==> src/rtl/alu_operand_arbiter_if.sv <==
// ----------------------------------------------------------------------------
// alu_operand_arbiter_if
// Bundles the requester side (req/lock/in0..in7) and the ALU operand port
// (out_data/out_src/out_valid/out_ready) of the operand arbiter.
//   master : requesters + ALU (drive req, lock, in0..in7, out_ready)
//   slave  : the arbiter      (drives gnt, sel, out_data, out_src, out_valid)
// ----------------------------------------------------------------------------
interface alu_operand_arbiter_if #(
    parameter int WIDTH = 32
);
    logic [7:0]       req;
    logic [7:0]       lock;
    logic [WIDTH-1:0] in0, in1, in2, in3, in4, in5, in6, in7;
    logic [7:0]       gnt;
    logic [2:0]       sel;
    logic [WIDTH-1:0] out_data;
    logic [2:0]       out_src;
    logic             out_valid;
    logic             out_ready;

    modport master (
        output req, lock, in0, in1, in2, in3, in4, in5, in6, in7, out_ready,
        input  gnt, sel, out_data, out_src, out_valid
    );

    modport slave (
        input  req, lock, in0, in1, in2, in3, in4, in5, in6, in7, out_ready,
        output gnt, sel, out_data, out_src, out_valid
    );
endinterface

==> src/rtl/alu_operand_arbiter.sv <==
// ----------------------------------------------------------------------------
// alu_operand_arbiter
// Round-robin arbiter sharing one WIDTH-bit 8:1 operand mux among eight
// requesters. The winner's word is captured into a single-entry output buffer
// handed to the ALU with a valid/ready handshake. A requester may assert
// lock at its grant to keep top priority for the next arbitration (bursts).
// Ports:
//   clk  : rising-edge clock
//   rst  : asynchronous, active-high reset
//   bus  : alu_operand_arbiter_if.slave (req, lock, in0..in7, gnt, sel,
//          out_data, out_src, out_valid, out_ready)
// ----------------------------------------------------------------------------
module alu_operand_arbiter #(
    parameter int WIDTH = 32
) (
    input  logic                  clk,
    input  logic                  rst,
    alu_operand_arbiter_if.slave  bus
);

    // Priority pointer and burst lock
    logic [2:0]       last_q, last_d;
    logic             lock_hold_q, lock_hold_d;
    // Output buffer
    logic [WIDTH-1:0] out_data_q, out_data_d;
    logic [2:0]       out_src_q, out_src_d;
    logic             out_valid_q, out_valid_d;

    logic [2:0]       base_idx;
    logic [2:0]       scan_idx;
    logic [2:0]       sel_c;
    logic             found;
    logic             free;
    logic             capture;
    logic [WIDTH-1:0] words [8];

    assign words[0] = bus.in0;
    assign words[1] = bus.in1;
    assign words[2] = bus.in2;
    assign words[3] = bus.in3;
    assign words[4] = bus.in4;
    assign words[5] = bus.in5;
    assign words[6] = bus.in6;
    assign words[7] = bus.in7;

    // A locked owner restarts the scan at itself; otherwise the scan starts
    // one past the last winner. If the owner dropped req, the scan simply
    // moves on, so a lock never blocks other requesters.
    // NOTE: every variable written here gets a default first so no path
    // leaves it unassigned, which would infer a latch.
    always_comb begin
        base_idx = lock_hold_q ? last_q : last_q + 3'd1;
        sel_c    = base_idx;
        scan_idx = base_idx;
        found    = 1'b0;
        for (int k = 0; k < 8; k++) begin
            scan_idx = base_idx + 3'(k);
            if (!found && bus.req[scan_idx]) begin
                sel_c = scan_idx;
                found = 1'b1;
            end
        end
    end

    // The buffer can take a word when empty or being drained this edge,
    // which gives back-to-back captures with no bubble.
    assign free    = !out_valid_q || bus.out_ready;
    assign capture = free && (|bus.req);

    always_comb begin
        last_d      = last_q;
        lock_hold_d = lock_hold_q;
        out_data_d  = out_data_q;
        out_src_d   = out_src_q;
        out_valid_d = out_valid_q;
        if (capture) begin
            out_data_d  = words[sel_c];
            out_src_d   = sel_c;
            out_valid_d = 1'b1;
            last_d      = sel_c;
            lock_hold_d = bus.lock[sel_c];
        end else if (free) begin
            out_valid_d = 1'b0;
        end
    end

    // NOTE: state registers use non-blocking assignments so every flop
    // samples its inputs from before the edge, independent of block order.
    always_ff @(posedge clk or posedge rst) begin
        if (rst) begin
            last_q      <= 3'd7;
            lock_hold_q <= 1'b0;
            out_data_q  <= '0;
            out_src_q   <= 3'd0;
            out_valid_q <= 1'b0;
        end else begin
            last_q      <= last_d;
            lock_hold_q <= lock_hold_d;
            out_data_q  <= out_data_d;
            out_src_q   <= out_src_d;
            out_valid_q <= out_valid_d;
        end
    end

    assign bus.sel       = sel_c;
    // gnt is forced low during reset: the emptied buffer would otherwise
    // look free and pulse a grant that no edge will capture.
    assign bus.gnt       = (capture && !rst) ? (8'b1 << sel_c) : 8'b0;
    assign bus.out_data  = out_data_q;
    assign bus.out_src   = out_src_q;
    assign bus.out_valid = out_valid_q;

endmodule

==> src/flat_wrapper.sv <==
// flat-port wrapper written by rule: the top's interface ports become plain ports
module alu_operand_arbiter_flat 
#(
    parameter int WIDTH = 32
)
  (clk, rst, bus_req, bus_lock, bus_in0, bus_in1, bus_in2, bus_in3, bus_in4, bus_in5, bus_in6, bus_in7, bus_out_ready, bus_gnt, bus_sel, bus_out_data, bus_out_src, bus_out_valid);
  alu_operand_arbiter_if #(.WIDTH(WIDTH)) bus_i ();
  input  logic clk;
  input  logic rst;
  input wire logic [$bits(bus_i.req)-1:0] bus_req;
  input wire logic [$bits(bus_i.lock)-1:0] bus_lock;
  input wire logic [$bits(bus_i.in0)-1:0] bus_in0;
  input wire logic [$bits(bus_i.in1)-1:0] bus_in1;
  input wire logic [$bits(bus_i.in2)-1:0] bus_in2;
  input wire logic [$bits(bus_i.in3)-1:0] bus_in3;
  input wire logic [$bits(bus_i.in4)-1:0] bus_in4;
  input wire logic [$bits(bus_i.in5)-1:0] bus_in5;
  input wire logic [$bits(bus_i.in6)-1:0] bus_in6;
  input wire logic [$bits(bus_i.in7)-1:0] bus_in7;
  input wire logic [$bits(bus_i.out_ready)-1:0] bus_out_ready;
  output wire logic [$bits(bus_i.gnt)-1:0] bus_gnt;
  output wire logic [$bits(bus_i.sel)-1:0] bus_sel;
  output wire logic [$bits(bus_i.out_data)-1:0] bus_out_data;
  output wire logic [$bits(bus_i.out_src)-1:0] bus_out_src;
  output wire logic [$bits(bus_i.out_valid)-1:0] bus_out_valid;
  assign bus_i.req = bus_req;
  assign bus_i.lock = bus_lock;
  assign bus_i.in0 = bus_in0;
  assign bus_i.in1 = bus_in1;
  assign bus_i.in2 = bus_in2;
  assign bus_i.in3 = bus_in3;
  assign bus_i.in4 = bus_in4;
  assign bus_i.in5 = bus_in5;
  assign bus_i.in6 = bus_in6;
  assign bus_i.in7 = bus_in7;
  assign bus_i.out_ready = bus_out_ready;
  assign bus_gnt = bus_i.gnt;
  assign bus_sel = bus_i.sel;
  assign bus_out_data = bus_i.out_data;
  assign bus_out_src = bus_i.out_src;
  assign bus_out_valid = bus_i.out_valid;
  alu_operand_arbiter #(.WIDTH(WIDTH)) u_core (.clk(clk), .rst(rst), .bus(bus_i));
endmodule
==> config.mk <==
export PLATFORM = sky130hd
export DESIGN_NAME = alu_operand_arbiter_flat
export DESIGN_NICKNAME = d
export VERILOG_FILES = /design/src/rtl/alu_operand_arbiter_if.sv /design/src/rtl/alu_operand_arbiter.sv /design/src/flat_wrapper.sv
export SDC_FILE = /design/constraint.sdc
export NUM_CORES = 1
export LEC_CHECK = 0
export ABC_AREA = 1
export CAP_MARGIN = 20
export CORE_MARGIN = 4
export CORE_UTILIZATION = 37
export DETAILED_ROUTE_END_ITERATION = 8
export MAX_ROUTING_LAYER = met4
export PLACE_DENSITY = 0.9
export SYNTH_ARGS = -nofsm -noshare
export SYNTH_HDL_FRONTEND = slang
export SYNTH_SLANG_ARGS = --single-unit
==> constraint.sdc <==
create_clock -name clk -period 3.3 [get_ports clk]
set_input_delay 0.66 -clock clk [delete_from_list [all_inputs] [get_ports clk]]
set_output_delay 0.66 -clock clk [all_outputs]
set_load 0.01 [all_outputs]
==> run summary <==
mux share of post-synthesis cell area: 0
simple-gate share of the synthesized area: 0.7099
post-synth net total: 1404
vias in the first global route: 7950
main combinational cell family by area after synthesis: simple AND/OR/NAND/NOR gates
Via Count: 9144
Yosys cell types: 29
Post-Syn Instances: 1127
Critical Path RT: 2640 ps
first-pass GRT wire length: 40310 um
Worst Hold Depth: 2
commonest non-fill, non-tap cell in the layout: nand2_1
Worst-Skew Late Latency: 290 ps
CTS Buffer Depth: 2
Mean Syn Cell Area: 5.209 um^2
Hold Crit Class: reg2reg
DRT iter0 DRCs: 828
CP Launch Type: flip-flop
Max Clk Rate: 0.2569 GHz
layout net count: 1782
critical path endpoint category: output pin
htree depth: 2
synth warn: 0
via-per-instance ratio: 5.326
Core Area: 15370 um^2
final setup fails: 35
total global routing overflow: 0
largest net degree at the start of global routing: 97
antenna violations before repair: 0
Finished Core Util: 0.7153
post-DR wirelength/cell: 18.18 um
post-route setup slack: -592.0 ps
Fin. Hold Viols: 0
Post-DP HPWL: 19360 um
fin crit share: 1.179
clk_skew: 14.23 ps
critical path arrival: 3230 ps
Die Span Y: 134.0 um
Port Buffers: 321
Placed Area: 9627 um^2
run status: finished with violations
layout cell share with drive strength beyond 1: 0.1821
first drt pass iteration count: 6
most frequent cells in the layout: nand2_1, clkdlybuf4s50_1, nand3_1, buf_4, nand2_2
hold slack: 477.6 ps
XOR/XNOR Fraction of Synth Area: 0
Max Cap Viol: 0
Clock Pin Slew Worst Setup and Hold Paths: 50 ps
Hold Buf Count CTS: 0
min Tclk post-route: 3892 ps
number of CTS-inserted buffers: 5
Worst Tran Pin Value: 622.4 ps
Placer Congestion: 0.9314
CP max FO: 5
Pins Over Slew Limit: 0
R2R cell count: 26
TritonCTS clock tree: done
Mapped Area: 5871 um^2
gr usage total: 0.2842
Synth Area in Compound Gates: 0.01641
starting density of the core: 0.3819
CP Class: reg2out
DRT antenna net count: 0
clk sinks: 40
# IOs: 322
die width: 134.0 um
Yosys reg bits: 40
relative slew slack: 0.5850
post-route cell area: 10990 um^2
sequential share of the synthesized area: 0.1711
Area Overhead vs Synth: 87.28%
Remaining DRCs: 0
Synth Area in Adders: 0.004263
die footprint: 17950 um^2
RSZ-0062 raised after global routing: true
Rows: 45
root buffer cell: clkbuf_16
failing checks: setup timing
WL final: 31220 um
-- worst max-delay path: stages, from the launching register on --
cell and delay, ps:
dfstp_2 560, ha_4 210, inv_4 60, o21ai_4 80, ha_4 320, inv_4 60
nand3_4 70, nand3_4 80, nand2_4 90, nand3_4 110, nor2_8 180, nand4_1 170
nor2_1 230, nor2_2 90, nand2_2 100, nand2_4 60, nor2_4 140, nand2_4 110
nor2_4 120, buf_6 100
-- cells by family (layout without fill, tap and decap cells) --
group,Yosys count,after routing
simple gates,970,971
buf+inv,106,483
flops,40,40
compound gates,9,9
fa+ha+maj,2,2
other cells,0,1
-- routing by layer --
metal  vias up  global-route usage  routed length (um)
met4         0              0.1000                1567
met3       128             0.03188                2851
met1      4077              0.3540               11700
met5         -                   -                   0
met2       595              0.4784               15100
li1       4344                   -                   -
-- flip-flops by register name (all words and copies together) (netlist names) --
name	flops
u_core.bus.out_valid	1
u_core.bus.out_src	3
u_core.bus.out_data	32
u_core.last_q	3
u_core.lock_hold_q	1
-- cells in the mapped netlist --
library cell | instances | area [um^2]
a21oi_4 | 2 | 32.53
buf_1 | 4 | 15.01
buf_2 | 42 | 210.2
buf_4 | 15 | 112.6
buf_6 | 9 | 101.4
clkbuf_1 | 6 | 22.52
clkinv_1 | 1 | 3.750
dfrtp_1 | 37 | 925.9
dfstp_2 | 3 | 78.83
ha_1 | 2 | 25.02
inv_1 | 25 | 93.84
inv_2 | 3 | 11.26
inv_4 | 1 | 6.260
nand2_1 | 659 | 2474
nand2_2 | 13 | 81.33
nand2_4 | 6 | 67.56
nand3_1 | 253 | 1266
nand3_2 | 9 | 90.09
nand4_1 | 6 | 37.54
nand4_4 | 1 | 21.27
nor2_1 | 15 | 56.30
nor2_2 | 3 | 18.77
nor2_4 | 2 | 22.52
nor2_8 | 1 | 20.02
nor4_1 | 2 | 12.51
o21a_1 | 1 | 7.510
o21ai_0 | 3 | 15.01
o21ai_2 | 1 | 8.760
o21ai_4 | 2 | 32.53
-- final timing paths --
| path | start | end | slack (ps) |
|---|---|---|---|
| setup / recovery | u_core.last_q[0]$_DFFE_PP1P_ | bus_gnt[3] | -590 |
| hold / removal | u_core.bus.out_data[30]$_DFFE_PP0P_ | u_core.bus.out_data[30]$_DFFE_PP0P_ | 480 |
| setup reg to reg | u_core.last_q[0]$_DFFE_PP1P_ | u_core.bus.out_data[17]$_DFFE_PP0P_ | -260 |
| hold reg to reg | u_core.bus.out_data[30]$_DFFE_PP0P_ | u_core.bus.out_data[30]$_DFFE_PP0P_ | 480 |
| max in group asynchronous | rst | u_core.last_q[0]$_DFFE_PP1P_ | 1880 |
| min in group asynchronous | rst | u_core.bus.out_valid$_DFFE_PP0P_ | 620 |
-- stage by stage --
stage,worst slack (ps),instances,setup TNS (ps)
global route,-827.4,1716,-18410
CTS,-439.4,1680,-7672
detailed placement,-798.6,1654,-23520
floorplan,-220.6,1127,-1584
finish,-592.0,1717,-10760
global placement,-718.6,1654,-22210
-- layout make-up --
cell class | instances | area (um^2)
Clock buffer | 7 | 152.6
Tap cell | 211 | 264.0
Fill cell | 1256 | 4377
Antenna cell | 1 | 2.502
Sequential cell | 40 | 1005
Timing Repair Buffer | 446 | 4701
Inverter | 30 | 123.9
Multi-Input combinational cell | 982 | 4746
-- what timing repair did --
| action | CTS | global route |
|---|---|---|
| setup endpoints to repair | 44 | 46 |
| resized for setup | 82 | 98 |
| hold endpoints to repair | 0 | 0 |
| buffers inserted | 16 | 20 |
| pin swaps | 24 | 56 |
| cloned | 4 | 20 |
Power is not shown: default switching activity piles up to over one toggle a cycle in this logic, so the estimate is an artifact.
